==> src/rtl/multi_mixer.sv <==
// multi_mixer: quadrature encoders -> sync + tick-sampled debounce -> x1 decode -> level -> PWM.
// Level moves 2 clk + DB_DEPTH..DB_DEPTH+1 ticks after an input edge; no backpressure. MULTI_MIXER_SAT_EN saturates levels, else wrap.
module multi_mixer #(
  parameter int CHANNELS  = 3,
  parameter int PWM_WIDTH = 8,
  parameter int DIV_WIDTH = 6,
  parameter int DB_DEPTH  = 4,
  parameter int STEP      = 1
) (
  input  logic                          clk,
  input  logic                          reset,
  input  logic [CHANNELS-1:0]           enc_a,
  input  logic [CHANNELS-1:0]           enc_b,
  output logic [CHANNELS-1:0]           pwm_out,
  output logic [CHANNELS*PWM_WIDTH-1:0] level_out
);

  localparam logic [PWM_WIDTH-1:0] STEP_L  = PWM_WIDTH'(STEP);
  localparam logic [PWM_WIDTH:0]   STEP_X  = (PWM_WIDTH+1)'(STEP);
  localparam logic [PWM_WIDTH-1:0] LVL_MAX = '1;

  logic [DIV_WIDTH-1:0] r_div;
  logic [PWM_WIDTH-1:0] r_cnt;
  logic                 w_tick;

  assign w_tick = &r_div;

  always_ff @(posedge clk or negedge reset) begin
    if (!reset) begin
      r_div <= '0;
      r_cnt <= '0;
    end else begin
      r_div <= r_div + 1'b1;
      r_cnt <= r_cnt + 1'b1;
    end
  end

  for (genvar i = 0; i < CHANNELS; i++) begin : g_ch
    logic [1:0]           r_a_sync;
    logic [1:0]           r_b_sync;
    logic [DB_DEPTH-1:0]  r_a_smp;
    logic [DB_DEPTH-1:0]  r_b_smp;
    logic [DB_DEPTH-1:0]  w_a_shift;
    logic [DB_DEPTH-1:0]  w_b_shift;
    logic                 r_a_db;
    logic                 r_b_db;
    logic                 r_a_prev;
    logic                 r_pwm;
    logic [PWM_WIDTH-1:0] r_level;
    logic [PWM_WIDTH-1:0] w_level_nxt;
    logic                 w_rise;

    assign w_a_shift = {r_a_smp[DB_DEPTH-2:0], r_a_sync[1]};
    assign w_b_shift = {r_b_smp[DB_DEPTH-2:0], r_b_sync[1]};
    // Only a rising debounced A counts; B picks the direction.
    assign w_rise    = w_tick & r_a_db & ~r_a_prev;

`ifdef MULTI_MIXER_SAT_EN
    logic [PWM_WIDTH:0] w_sum;
    logic [PWM_WIDTH:0] w_diff;

    always_comb begin
      w_sum       = {1'b0, r_level} + STEP_X;
      w_diff      = {1'b0, r_level} - STEP_X;
      w_level_nxt = r_level;
      if (w_rise) begin
        if (!r_b_db) w_level_nxt = w_sum[PWM_WIDTH]  ? LVL_MAX : w_sum[PWM_WIDTH-1:0];
        else         w_level_nxt = w_diff[PWM_WIDTH] ? '0      : w_diff[PWM_WIDTH-1:0];
      end
    end
`else
    always_comb begin
      w_level_nxt = r_level;
      if (w_rise) w_level_nxt = r_b_db ? (r_level - STEP_L) : (r_level + STEP_L);
    end
`endif

    always_ff @(posedge clk or negedge reset) begin
      if (!reset) begin
        r_a_sync <= '0;
        r_b_sync <= '0;
        r_a_smp  <= '0;
        r_b_smp  <= '0;
        r_a_db   <= 1'b0;
        r_b_db   <= 1'b0;
        r_a_prev <= 1'b0;
        r_level  <= '0;
        r_pwm    <= 1'b0;
      end else begin
        r_a_sync <= {r_a_sync[0], enc_a[i]};
        r_b_sync <= {r_b_sync[0], enc_b[i]};
        if (w_tick) begin
          r_a_smp <= w_a_shift;
          r_b_smp <= w_b_shift;
          if ((&w_a_shift) || (~|w_a_shift)) r_a_db <= w_a_shift[0];
          if ((&w_b_shift) || (~|w_b_shift)) r_b_db <= w_b_shift[0];
          r_a_prev <= r_a_db;
          r_level  <= w_level_nxt;
        end
        r_pwm <= (r_cnt < r_level);
      end
    end

    assign pwm_out[i]                          = r_pwm;
    assign level_out[i*PWM_WIDTH +: PWM_WIDTH] = r_level;
  end

  // Compare against LVL_MAX keeps the constant referenced in the wrap build too.
  logic w_unused;
  assign w_unused = &{1'b0, LVL_MAX, STEP_X};

endmodule

==> config.mk <==
export PLATFORM = sky130hd
export DESIGN_NAME = multi_mixer
export DESIGN_NICKNAME = d
export VERILOG_FILES = /design/src/rtl/multi_mixer.sv
export SDC_FILE = /design/constraint.sdc
export NUM_CORES = 1
export LEC_CHECK = 0
export ABC_AREA = 1
export CORE_MARGIN = 2
export CORE_UTILIZATION = 53
export DETAILED_ROUTE_END_ITERATION = 8
export PLACE_DENSITY = 0.8
export SLEW_MARGIN = 20
export SYNTH_ARGS = -nofsm -noshare
export SYNTH_HDL_FRONTEND = slang
export SYNTH_SLANG_ARGS = --single-unit
==> constraint.sdc <==
create_clock -name clk -period 1.4 [get_ports clk]
set_clock_uncertainty 0.05 [all_clocks]
set_input_delay 0.28 -clock clk [delete_from_list [all_inputs] [get_ports clk]]
set_output_delay 0.28 -clock clk [all_outputs]
set_load 0.1 [all_outputs]
==> results of run 1 <==
## flip-flops by register name (all words and copies together) (netlist names)
register and flops:
g_ch.r_a_sync 6, g_ch.r_a_smp 9, g_ch.r_b_sync 6, g_ch.r_b_smp 9
r_div 6, g_ch.r_a_prev 3, g_ch.r_b_db 3, r_cnt 8
g_ch.r_a_db 3, g_ch.r_level 24, g_ch.r_pwm 3
## power by group through the flow
| stage | Combinational (W) | Clock (W) | Sequential, W |
|---|---|---|---|
| after floorplan | 0.000000246 | 0 | 0.00238 |
| after global placement | 0.0000784 | 0 | 0.00238 |
| after detailed placement | 0.0000797 | 0 | 0.00238 |
| after CTS | 0.0000825 | 0.00211 | 0.00234 |
| after global routing | 0.0000923 | 0.00225 | 0.00234 |
| final | 0.0000814 | 0.00217 | 0.00234 |
## timing repair
item | CTS | global route
setup endpoints to repair | 71 | 79
hold endpoints to repair | 80 | 0
pin swaps | 36 | 68
buffers inserted | 34 | 22
hold buffers | 1 | 0
resized for setup | 114 | 125
cloned | 2 | 1
## worst paths after layout
check                      slack, ns             endpoint  cells past startpoint                 from
max in group asynchronous       0.58   g_ch[1].r_level[0]                      3                reset
max                            -0.46   g_ch[1].r_level[7]                      9       g_ch[1].r_b_db
max reg2reg                    -0.46   g_ch[1].r_level[7]                      9       g_ch[1].r_b_db
min reg2reg                     0.31  g_ch[0].r_b_sync[1]                      0  g_ch[0].r_b_sync[0]
min                             0.23   g_ch[0].r_level[6]                      2                reset
min in group clk                0.30  g_ch[0].r_b_sync[0]                      1             enc_b[0]
## routing by layer
metal / track usage / up-vias / share of wire
li1: - / 1943 / -
met1: 0.334 / 2277 / 0.34
met2: 0.558 / 333 / 0.52
met3: 0.0611 / 130 / 0.072
met4: 0.139 / 0 / 0.070
met5: 0 / - / 0
## cells by family after synthesis
logic type,Yosys count
AOI/OAI and AO/OA,58
xor gates and xnor gates,23
adders and majority gates,44
buffers and inverters,91
DFF,80
and+or+nand+nor,221
## cell usage in the layout (no fill, tap or decap), drive strengths merged
cell type and n:
or2 6, xnor2 5, nand2 135, dlygate4sd3 1, inv 86, o21bai 2
xor2 18, dfrtp 80, nand3 37, clkbuf 9, nand4 7, o21ba 3
o21ai 31, a21oi 22, nand3b 6, nor2 25, nor3 6, fa 3
ha 41, buf 132, bufinv 3, clkdlybuf4s50 6, clkinv 3
## area by class of cell
class / count / area, um^2
clock buffers: 9 / 124
clock inverters: 7 / 118
fillers: 254 / 611
inverters: 84 / 345
multi-input cells: 347 / 3060
flip-flops and latches: 80 / 2100
well taps: 105 / 131
repair buffers: 139 / 1720
repair inverters: 1 / 6.26
## stage by stage
| stage | utilization | hold WS [ns] | total power, W | setup WS (ns) | instances |
|---|---|---|---|---|---|
| 2_1_floorplan | - | -0.0656 | 0.00238 | -0.205 | 517 |
| 3_3_place_gp | 0.736 | 0.0922 | 0.00246 | -0.166 | 702 |
| 3_5_place_dp | 0.736 | 0.0930 | 0.00246 | -0.237 | 702 |
| 4_1_cts | 0.848 | 0.236 | 0.00453 | -0.232 | 753 |
| 5_1_grt | 0.926 | 0.262 | 0.00468 | -0.458 | 772 |
| 6_report | 0.926 | 0.233 | 0.00459 | -0.457 | 772 |
==> tab_implementation.tex, run 1 <==
\begin{tabular}{lr}
\hline
Metric & Value \\
\hline
\multicolumn{2}{l}{\textbf{Placed design}} \\
Count of port buffers added during placement & 34 \\
Placed wire-length estimate & 7.21 mm \\
Placer's final routability congestion estimate & 0.904 \\
Total placed instance area & 6050 um\^{}2 \\
\multicolumn{2}{l}{\textbf{Global route}} \\
Largest net degree at the start of global routing & 40 \\
Antenna violations before repair & 0 \\
Via count of the first global-routing pass & 4496 \\
Gr usage total & 0.304 \\
Aggregate global routing overflow & 0 \\
Global-route wire length before repair & 21.1 mm \\
\multicolumn{2}{l}{\textbf{Detailed routing}} \\
Antenna Nets Post-Route & 0 \\
Number of vias after detailed routing & 4683 \\
DRC violations left & 0 \\
DRT Pass-1 Iters & 6 \\
Average wire per cell in the routed design & 23.3 um \\
Vias per cell & 6.07 \\
Detailed-route wire length & 18.0 mm \\
Initial DRC count & 375 \\
\multicolumn{2}{l}{\textbf{Cells and area}} \\
Growth of design area from synthesis to finish & 68.8\% \\
Finished Cell Area & 7610 um\^{}2 \\
Nets & 714 \\
ANT cells & 0 \\
Ratio of cells with drive above 1 in the final layout & 0.543 \\
\multicolumn{2}{l}{\textbf{Setup path}} \\
Category of the worst setup path capture point & flop \\
Highest net fanout along the worst path & 7 \\
Largest incremental delay on the critical path & 0.45 ns \\
Ordered list of cells on the worst path & buf\_12 -> ha\_4 -> nand2\_1 -> nor2\_2 -> nand3\_2 -> nand2\_1 -> nand2\_1 -> nand3\_2 -> nand2\_1 \\
Data required time at the worst endpoint & 1.60 ns \\
Cell family with most CP delay & simple AND/OR/NAND/NOR gates \\
Worst path buffer plus inverter count & 1 \\
Start-to-end type of the worst setup path & reg2reg \\
Worst Setup Start Kind & flop \\
Most numerous cell on the critical path & sky130\_fd\_sc\_hd\_\_nand2\_1 \\
Arrival time at the worst endpoint & 2.05 ns \\
Critical-path cell with the highest stage delay & sky130\_fd\_sc\_hd\_\_dfrtp\_2 \\
\multicolumn{2}{l}{\textbf{Logic synthesis}} \\
Number of enable-type register cells in the synthesized netlist & 0 \\
Count of yosys warnings during synthesis & 0 \\
Count of cell types in the netlist & 29 \\
Most area-hungry cell type in the Yosys netlist & sky130\_fd\_sc\_hd\_\_dfrtp\_1 \\
Synth top area share & 0.444 \\
Part of the Yosys area used for sequential elements & 0.444 \\
Top cells by area in the synthesized netlist & sky130\_fd\_sc\_hd\_\_dfrtp\_1 (44\%), sky130\_fd\_sc\_hd\_\_ha\_1 (11\%), sky130\_fd\_sc\_hd\_\_nand2\_1 (11\%), sky130\_fd\_sc\_hd\_\_inv\_1 (6.7\%), sky130\_fd\_sc\_hd\_\_nand3\_1 (4.0\%) \\
Leading cell types by count after synthesis & sky130\_fd\_sc\_hd\_\_nand2\_1 (132), sky130\_fd\_sc\_hd\_\_inv\_1 (81), sky130\_fd\_sc\_hd\_\_dfrtp\_1 (80) \\
Synthesized area divided by synthesized cell count & 8.71 um\^{}2 \\
Multiplexer share of the synthesized area & 0 \\
Summed instance area of the synthesized netlist & 4510 um\^{}2 \\
Compound-cell area share of the yosys netlist & 0.0739 \\
Largest family of logic cells by synthesized area & simple AND/OR/NAND/NOR gates \\
Area share of and/or/nand/nor cells after synthesis & 0.227 \\
Total nets after synthesis & 569 \\
Most instantiated library cell after synthesis & sky130\_fd\_sc\_hd\_\_nand2\_1 \\
Post-synth top flop & sky130\_fd\_sc\_hd\_\_dfrtp\_1 \\
Synthesized flop and latch total & 80 \\
Xor and xnor area share after synthesis & 0.0447 \\
Fraction of registers with async set or reset after synthesis & 1.00 \\
Adder and majority gate portion of the synthesized area & 0.127 \\
Cells after synthesis & 517 \\
\multicolumn{2}{l}{\textbf{Power and ir drop}} \\
Total internal power & 0.00355 W \\
Combinational fraction of design power & 0.018 \\
Relative contribution of sequential cells to total power & 0.509 \\
Fraction of power spent switching nets & 0.228 \\
Part of the total power dissipated in the clock network & 0.473 \\
LEAKAGE & 3.57 nW \\
Max IR drop VDD & 949 uV \\
Power density over the cells & 604 nW/um\^{}2 \\
P\_sw & 0.00105 W \\
\multicolumn{2}{l}{\textbf{Die}} \\
Die span in y & 96.2 um \\
Floorplan Core Area & 8220 um\^{}2 \\
Boundary pin count & 35 \\
Row count & 33 \\
Starting Density & 0.548 \\
Die boundary width & 96.2 um \\
Area of the die & 9250 um\^{}2 \\
\multicolumn{2}{l}{\textbf{Clocking}} \\
Latest clock arrival within the worst-skew pair & 0.38 ns \\
Clock slew at reported path FFs & 0.10 ns \\
CTS H-tree depth & 3 \\
Largest buffer count on any clock path & 2 \\
Library cell used as clock root buffer & sky130\_fd\_sc\_hd\_\_clkbuf\_8 \\
TritonCTS sink count & 80 \\
TritonCTS clock tree & built \\
CTS Buf Count & 9 \\
\multicolumn{2}{l}{\textbf{Timing}} \\
Worst relative slew slack & 0.748 \\
Post-route fraction of the period consumed by the critical path & 1.33 \\
Slew at the pin closest to its max-slew limit & 0.375 ns \\
F\_max & 0.538 GHz \\
Unrepaired setup endpoints after global routing & yes \\
Final setup slack of the worst path & -0.457 ns \\
Accumulated negative setup slack & -12.61 ns \\
Shortest period the worst path allows & 1.86 ns \\
Number of hold-slack violations in the final timing report & 0 \\
Final number of setup-violating endpoints & 72 \\
Final count of pins violating max slew & 0 \\
\multicolumn{2}{l}{\textbf{Job}} \\
\# Max-Cap Violations & 0 \\
\multicolumn{2}{l}{\textbf{Run status}} \\
Outcome & finished, violations left \\
Violations in the final reports & setup timing \\
\multicolumn{2}{l}{\textbf{Hold path}} \\
Hold Crit Class & in2async \\
\hline
\end{tabular}
Note: power is estimated with default switching activity, not from simulation.
==> run 2, diff against run 1 <==
--- a/config.mk
+++ b/config.mk
@@ -7,9 +7,11 @@
 export LEC_CHECK = 0
 export ABC_AREA = 1
 export CORE_MARGIN = 2
-export CORE_UTILIZATION = 53
+export CORE_UTILIZATION = 55
 export DETAILED_ROUTE_END_ITERATION = 8
-export PLACE_DENSITY = 0.8
+export DONT_BUFFER_PORTS = 1
+export GPL_TIMING_DRIVEN = 0
+export PLACE_DENSITY = 0.77
 export SLEW_MARGIN = 20
 export SYNTH_ARGS = -nofsm -noshare
 export SYNTH_HDL_FRONTEND = slang
==> tab_implementation.tex, run 2 (synthesis results as in run 1) <==
\begin{tabular}{lr}
\hline
Metric & Value \\
\hline
\multicolumn{2}{l}{\textbf{Run status}} \\
Outcome & finished, violations left \\
Violations in the final reports & hold timing, setup timing \\
\multicolumn{2}{l}{\textbf{Placed design}} \\
Placed wire-length estimate & 6.28 mm (-13\%) \\
Placer's final routability congestion estimate & 0.846 (-6.4\%) \\
Count of port buffers added during placement & 0 (-100\%) \\
\multicolumn{2}{l}{\textbf{Cells and area}} \\
Flip-flop count of the largest register after layout & 24 (unchanged) \\
Most frequent standard cell in the layout excluding fill and tap cells & sky130\_fd\_sc\_hd\_\_nand2\_1 \\
Most flops, register & g\_ch.r\_level \\
Most frequent cells in the layout & sky130\_fd\_sc\_hd\_\_nand2\_1 (94), sky130\_fd\_sc\_hd\_\_inv\_1 (74), sky130\_fd\_sc\_hd\_\_dfrtp\_1 (51), sky130\_fd\_sc\_hd\_\_nand2\_2 (31), sky130\_fd\_sc\_hd\_\_dfrtp\_4 (26) \\
Final standard cell utilization of the core & 0.771 (-0.155) \\
Ratio of cells with drive above 1 in the final layout & 0.411 (-0.132) \\
ANT cells & 0 (unchanged) \\
Nets & 626 (-12\%) \\
Growth of design area from synthesis to finish & 38.5\% \\
Top Registers & g\_ch.r\_level x24, g\_ch.r\_a\_smp x9, g\_ch.r\_b\_smp x9 \\
\multicolumn{2}{l}{\textbf{Setup path}} \\
Worst Setup Start Kind & flop \\
Data required time at the worst endpoint & 1.64 ns (+0.04 ns) \\
Terminus of the critical flop-to-flop path & g\_ch[0].r\_level[4] \\
Start-to-end type of the worst setup path & reg2reg \\
Highest net fanout along the worst path & 4 (-3) \\
Reg2reg start & g\_ch[0].r\_level[0] \\
Category of the worst setup path capture point & flop \\
Number of cells traversed by the worst register-to-register path & 8 (-1) \\
Arrival time at the worst endpoint & 1.99 ns (-0.06 ns) \\
Internal reg-to-reg setup slack & -0.34 ns (+0.12 ns) \\
\multicolumn{2}{l}{\textbf{Die}} \\
Row count & 33 (unchanged) \\
Floorplan Core Area & 8090 um\^{}2 (-1.5\%) \\
Die boundary width & 94.5 um (-1.8\%) \\
Area of the die & 8930 um\^{}2 (-3.5\%) \\
Boundary pin count & 35 (unchanged) \\
Die span in y & 94.5 um (-1.8\%) \\
Starting Density & 0.557 (+0.00839) \\
\multicolumn{2}{l}{\textbf{Global route}} \\
Aggregate global routing overflow & 0 (unchanged) \\
Global-route wire length before repair & 16.4 mm (-22\%) \\
Largest net degree at the start of global routing & 81 (+100\%) \\
Gr usage total & 0.234 (-0.0701) \\
Via count of the first global-routing pass & 3691 (-18\%) \\
Antenna violations before repair & 0 (unchanged) \\
\multicolumn{2}{l}{\textbf{Detailed routing}} \\
DRT Pass-1 Iters & 4 (-2) \\
Vias per cell & 5.31 (-13\%) \\
Average wire per cell in the routed design & 15.8 um (-32\%) \\
DRC violations left & 0 (unchanged) \\
Initial DRC count & 151 (-60\%) \\
Detailed-route wire length & 10.8 mm (-40\%) \\
Number of vias after detailed routing & 3630 (-22\%) \\
Antenna Nets Post-Route & 0 (unchanged) \\
\multicolumn{2}{l}{\textbf{Timing}} \\
Unrepaired setup endpoints after global routing & yes \\
Shortest period the worst path allows & 1.74 ns (-0.115 ns) \\
Final number of setup-violating endpoints & 51 (-29\%) \\
Slew at the pin closest to its max-slew limit & 0.382 ns (+0.00658 ns) \\
Final count of pins violating max slew & 0 (unchanged) \\
Worst relative slew slack & 0.745 (-0.00259) \\
Accumulated negative setup slack & -9.38 ns (+3.23 ns) \\
Post-route fraction of the period consumed by the critical path & 1.24 (-0.0822) \\
F\_max & 0.574 GHz (+6.6\%) \\
Number of hold-slack violations in the final timing report & 80 (+80) \\
Final setup slack of the worst path & -0.342 ns (+0.115 ns) \\
Hold slack final & -0.440 ns (-0.672 ns) \\
\multicolumn{2}{l}{\textbf{Hold path}} \\
Hold Crit Class & in2async \\
\multicolumn{2}{l}{\textbf{Clocking}} \\
Latest clock arrival within the worst-skew pair & 0.35 ns (-0.03 ns) \\
CTS H-tree depth & 3 (unchanged) \\
Clock slew at reported path FFs & 0.09 ns (about the same) \\
TritonCTS sink count & 80 (unchanged) \\
CTS Buf Count & 9 (unchanged) \\
Library cell used as clock root buffer & sky130\_fd\_sc\_hd\_\_clkbuf\_8 \\
Number of buffers inserted by hold repair at cts & 6 (+5) \\
TritonCTS clock tree & built \\
Largest buffer count on any clock path & 2 (unchanged) \\
\multicolumn{2}{l}{\textbf{Power and ir drop}} \\
Part of the total power dissipated in the clock network & 0.453 (-0.020) \\
Power density over the cells & 689 nW/um\^{}2 (+14\%) \\
Relative contribution of sequential cells to total power & 0.543 (+0.034) \\
Fraction of power spent switching nets & 0.200 (-0.0285) \\
P\_sw & 0.000858 W (-18\%) \\
Combinational fraction of design power & 0.003 (-0.015) \\
Total internal power & 0.00344 W (-3.0\%) \\
LEAKAGE & 2.88 nW (-19\%) \\
Max IR drop VDD & 672 uV (-29\%) \\
\multicolumn{2}{l}{\textbf{Job}} \\
\# Max-Cap Violations & 0 (unchanged) \\
\hline
\end{tabular}
==> run 2: cell types whose count changed in the layout (fill, tap and decap cells not counted), sizes merged <==
cell / previous run / this run
buf: 132 / 44
bufinv: 3 / 2
clkbuf: 9 / 14
clkdlybuf4s50: 6 / 0
clkinv: 3 / 1
clkinvlp: 0 / 1
dlygate4sd3: 1 / 6
inv: 86 / 84
==> run 2: layer usage <==
layer	track usage	vias up	wire length (um)
met5	0	-	0
met4	0.0857	0	153
met3	0.0447	16	308
met2	0.430	55	5860
met1	0.270	1783	4460
li1	-	1776	-
==> run 2: worst max path at each step <==
stage / start / to / slack (ns) / cells past startpoint
floorplan: g_ch[0].r_level[1] / g_ch[0].r_level[4] / -0.20 / 8
global placement: g_ch[1].r_b_db / g_ch[1].r_level[4] / -0.28 / 6
detailed placement: g_ch[0].r_level[1] / g_ch[0].r_level[4] / -0.31 / 8
CTS: g_ch[0].r_level[1] / g_ch[0].r_level[4] / -0.30 / 8
global route: g_ch[0].r_level[0] / g_ch[0].r_level[4] / -0.42 / 8
finish: g_ch[0].r_level[0] / g_ch[0].r_level[4] / -0.34 / 8
==> run 2: what timing repair did <==
action,in CTS,in global routing
buffers inserted,20,16
endpoints found under the setup margin,54,54
gates resized for setup,64,89
cloned,2,2
pin swaps,38,43
endpoints found under the hold margin,86,80
==> run 2: area by class of cell <==
cell class	count	area, um^2
multi-input cells	347	2850
clock inverters	4	76.3
plain buffers	7	87.6
well taps	105	131
repair buffers	45	489
inverters	84	345
clock buffers	12	155
fillers	500	1850
flip-flops and latches	80	2100
==> run 2: through the flow <==
step                      worst slack, ns  cells  power (W)  cell area [um^2]
after global routing               -0.420    684    0.00441              6240
after global placement             -0.283    622    0.00238              5020
final                              -0.342    684    0.00430              6240
after detailed placement           -0.312    622    0.00238              5020
after CTS                          -0.300    666    0.00432              5760
after floorplan                    -0.205    517    0.00238              4890
==> run 2: critical path, cell delays in order (launching register included) <==
cell and delay (ns):
sky130_fd_sc_hd__dfrtp_4 0.67, sky130_fd_sc_hd__inv_4 0.06, sky130_fd_sc_hd__fa_2 0.41, sky130_fd_sc_hd__inv_4 0.09, sky130_fd_sc_hd__nand3_2 0.07, sky130_fd_sc_hd__nand3_2 0.07
sky130_fd_sc_hd__xor2_1 0.15, sky130_fd_sc_hd__nand2_1 0.06, sky130_fd_sc_hd__nand2_1 0.05
==> run 2: power by group through the flow <==
| stage | Combinational, W | Sequential (W) | Clock (W) |
|---|---|---|---|
| floorplan | 0.000000246 | 0.00238 | 0 |
| finish | 0.0000133 | 0.00234 | 0.00195 |
| detailed placement | 0.000000246 | 0.00238 | 0 |
| global route | 0.0000138 | 0.00234 | 0.00206 |
| CTS | 0.0000133 | 0.00234 | 0.00197 |
| global placement | 0.000000246 | 0.00238 | 0 |
==> run 3, diff against run 2 <==
--- a/config.mk
+++ b/config.mk
@@ -11,7 +11,7 @@
 export DETAILED_ROUTE_END_ITERATION = 8
 export DONT_BUFFER_PORTS = 1
 export GPL_TIMING_DRIVEN = 0
-export PLACE_DENSITY = 0.77
+export PLACE_DENSITY = 0.83
 export SLEW_MARGIN = 20
 export SYNTH_ARGS = -nofsm -noshare
 export SYNTH_HDL_FRONTEND = slang
==> tab_implementation.tex, run 3 (synthesis results as in run 1) <==
\begin{tabular}{lr}
\hline
Metric & Value \\
\hline
\multicolumn{2}{l}{\textbf{Clocking}} \\
Clock slew at reported path FFs & 0.10 ns (about the same) \\
Library cell used as clock root buffer & sky130\_fd\_sc\_hd\_\_clkbuf\_8 \\
Latest clock arrival within the worst-skew pair & 0.38 ns (+0.03 ns) \\
TritonCTS sink count & 80 (unchanged) \\
TritonCTS clock tree & built \\
CTS H-tree depth & 3 (unchanged) \\
Largest buffer count on any clock path & 2 (unchanged) \\
Number of buffers inserted by hold repair at cts & 6 (unchanged) \\
CTS Buf Count & 9 (unchanged) \\
\multicolumn{2}{l}{\textbf{Detailed routing}} \\
Initial DRC count & 390 (+160\%) \\
DRT Pass-1 Iters & 5 (+1) \\
Number of vias after detailed routing & 4006 (+10\%) \\
Antenna Nets Post-Route & 0 (unchanged) \\
DRC violations left & 0 (unchanged) \\
Vias per cell & 5.81 (+9.6\%) \\
Average wire per cell in the routed design & 19.4 um (+23\%) \\
Detailed-route wire length & 13.4 mm (+24\%) \\
\multicolumn{2}{l}{\textbf{Cells and area}} \\
Non-filler instance count after layout & 689 (+0.73\%) \\
Growth of design area from synthesis to finish & 43.1\% \\
Top Registers & g\_ch.r\_level x24, g\_ch.r\_a\_smp x9, g\_ch.r\_b\_smp x9 \\
Nets & 631 (+0.80\%) \\
Most flops, register & g\_ch.r\_level \\
Most frequent cells in the layout & sky130\_fd\_sc\_hd\_\_nand2\_1 (82), sky130\_fd\_sc\_hd\_\_inv\_1 (71), sky130\_fd\_sc\_hd\_\_dfrtp\_1 (51), sky130\_fd\_sc\_hd\_\_nand2\_2 (30), sky130\_fd\_sc\_hd\_\_nand3\_1 (28) \\
Final standard cell utilization of the core & 0.797 (+0.0260) \\
Ratio of cells with drive above 1 in the final layout & 0.457 (+0.0461) \\
ANT cells & 0 (unchanged) \\
Flip-flop count of the largest register after layout & 24 (unchanged) \\
Most frequent standard cell in the layout excluding fill and tap cells & sky130\_fd\_sc\_hd\_\_nand2\_1 \\
\multicolumn{2}{l}{\textbf{Timing}} \\
Number of hold-slack violations in the final timing report & 80 (unchanged) \\
Unrepaired setup endpoints after global routing & yes \\
Worst relative slew slack & 0.736 (-0.00979) \\
Final setup slack of the worst path & -0.448 ns (-0.106 ns) \\
Final number of setup-violating endpoints & 51 (unchanged) \\
Slew at the pin closest to its max-slew limit & 0.397 ns (+0.0147 ns) \\
Final count of pins violating max slew & 0 (unchanged) \\
Post-route fraction of the period consumed by the critical path & 1.32 (+0.0754) \\
Shortest period the worst path allows & 1.85 ns (+0.106 ns) \\
F\_max & 0.541 GHz (-5.7\%) \\
Hold slack final & -0.466 ns (-0.0267 ns) \\
Accumulated negative setup slack & -10.70 ns (-1.31 ns) \\
\multicolumn{2}{l}{\textbf{Power and ir drop}} \\
LEAKAGE & 3.07 nW (+6.6\%) \\
Power Total & 0.00424 W (-1.3\%) \\
Power density over the cells & 658 nW/um\^{}2 (-4.5\%) \\
Max IR drop VDD & 706 uV (+5.2\%) \\
\multicolumn{2}{l}{\textbf{Setup path}} \\
Cell family with most CP delay & simple AND/OR/NAND/NOR gates \\
Number of cells traversed by the worst register-to-register path & 7 (-1) \\
Ordered list of cells on the worst path & ha\_4 -> nand2\_4 -> nand3b\_1 -> nand2\_1 -> nand2\_1 -> nand3\_1 -> nand2\_1 \\
Internal reg-to-reg setup slack & -0.45 ns (-0.11 ns) \\
Category of the worst setup path capture point & flop \\
Start-to-end type of the worst setup path & reg2reg \\
Data required time at the worst endpoint & 1.61 ns (-0.03 ns) \\
Arrival time at the worst endpoint & 2.06 ns (+0.07 ns) \\
Most numerous cell on the critical path & sky130\_fd\_sc\_hd\_\_nand2\_1 \\
Reg2reg start & g\_ch[1].r\_level[3] \\
Worst Setup Start Kind & flop \\
Critical-path cell with the highest stage delay & sky130\_fd\_sc\_hd\_\_dfrtp\_4 \\
Largest incremental delay on the critical path & 0.64 ns (-0.03 ns) \\
Worst path buffer plus inverter count & 0 (-2) \\
Highest net fanout along the worst path & 4 (unchanged) \\
Terminus of the critical flop-to-flop path & g\_ch[1].r\_level[5] \\
\multicolumn{2}{l}{\textbf{Hold path}} \\
Hold Crit Class & in2async \\
\multicolumn{2}{l}{\textbf{Die}} \\
Floorplan Core Area & 8090 um\^{}2 (unchanged) \\
Die boundary width & 94.5 um (unchanged) \\
Die span in y & 94.5 um (unchanged) \\
Boundary pin count & 35 (unchanged) \\
Area of the die & 8930 um\^{}2 (unchanged) \\
Starting Density & 0.557 (unchanged) \\
Row count & 33 (unchanged) \\
\multicolumn{2}{l}{\textbf{Placed design}} \\
Placed wire-length estimate & 6.33 mm (+0.80\%) \\
Dpl cells & 622 (unchanged) \\
Placer's final routability congestion estimate & 0.846 (about the same) \\
Dpl ws & -0.295 ns (+0.0174 ns) \\
Count of port buffers added during placement & 0 (unchanged) \\
\multicolumn{2}{l}{\textbf{Global route}} \\
Antenna violations before repair & 0 (unchanged) \\
Aggregate global routing overflow & 0 (unchanged) \\
Gr usage total & 0.270 (+0.0367) \\
Via count of the first global-routing pass & 3854 (+4.4\%) \\
Global-route wire length before repair & 18.6 mm (+14\%) \\
Largest net degree at the start of global routing & 81 (unchanged) \\
\multicolumn{2}{l}{\textbf{Job}} \\
\# Max-Cap Violations & 0 (unchanged) \\
\multicolumn{2}{l}{\textbf{Run status}} \\
Outcome & finished, violations left \\
Violations in the final reports & hold timing, setup timing \\
\hline
\end{tabular}
-- run 3: worst max-delay path by stage --
stage                       start                  to  slack, ns  depth (start not counted)
2_1_floorplan  g_ch[0].r_level[1]  g_ch[0].r_level[4]      -0.20                          8
3_3_place_gp       g_ch[1].r_b_db  g_ch[1].r_level[4]      -0.28                          6
3_5_place_dp       g_ch[1].r_b_db  g_ch[1].r_level[4]      -0.29                          6
4_1_cts        g_ch[0].r_level[1]  g_ch[0].r_level[4]      -0.29                          8
5_1_grt            g_ch[1].r_b_db  g_ch[1].r_level[5]      -0.48                          8
6_report       g_ch[1].r_level[3]  g_ch[1].r_level[5]      -0.45                          7
-- run 3: final cells by class --
class,count,area (um^2)
clock buffer,9,124
inverter,84,343
buffer,6,77.6
sequential,80,2100
clock inverter,7,86.3
multi-input combinational,347,3020
timing repair inverter,1,6.26
fill,392,1640
timing repair buffer,50,553
tap,105,131
-- run 3: what timing repair did --
item / CTS / global route
endpoints found under the setup margin: 52 / 57
cloned: 5 / 0
buffers inserted: 29 / 14
hold endpoints to repair: 86 / 80
pin swaps: 46 / 66
resized for setup: 107 / 97
-- run 3: power by group --
group	internal, W	switching, W
Clock	0.000865	0.00102
Combinational	0.0000114	0.00000194
Sequential	0.00232	0.0000171
Total	0.00320	0.00104
-- run 3: metal layers --
metal  track usage  wire [um]  share of wire  vias to the layer above
met5             0          0              0                        -
met4        0.0966        544          0.041                        0
met3        0.0511        613          0.046                       53
met2         0.476       6950           0.52                      162
met1         0.332       5250           0.39                     2022
li1              -          -              -                     1769
-- run 3: per-stage QoR --
| stage | hold slack (ns) | cell area [um^2] |
|---|---|---|
| global route | -0.481 | 6450 |
| detailed placement | -0.0637 | 5020 |
| CTS | -0.465 | 5980 |
| finish | -0.466 | 6450 |
| floorplan | -0.0656 | 4890 |
| global placement | -0.0637 | 5020 |
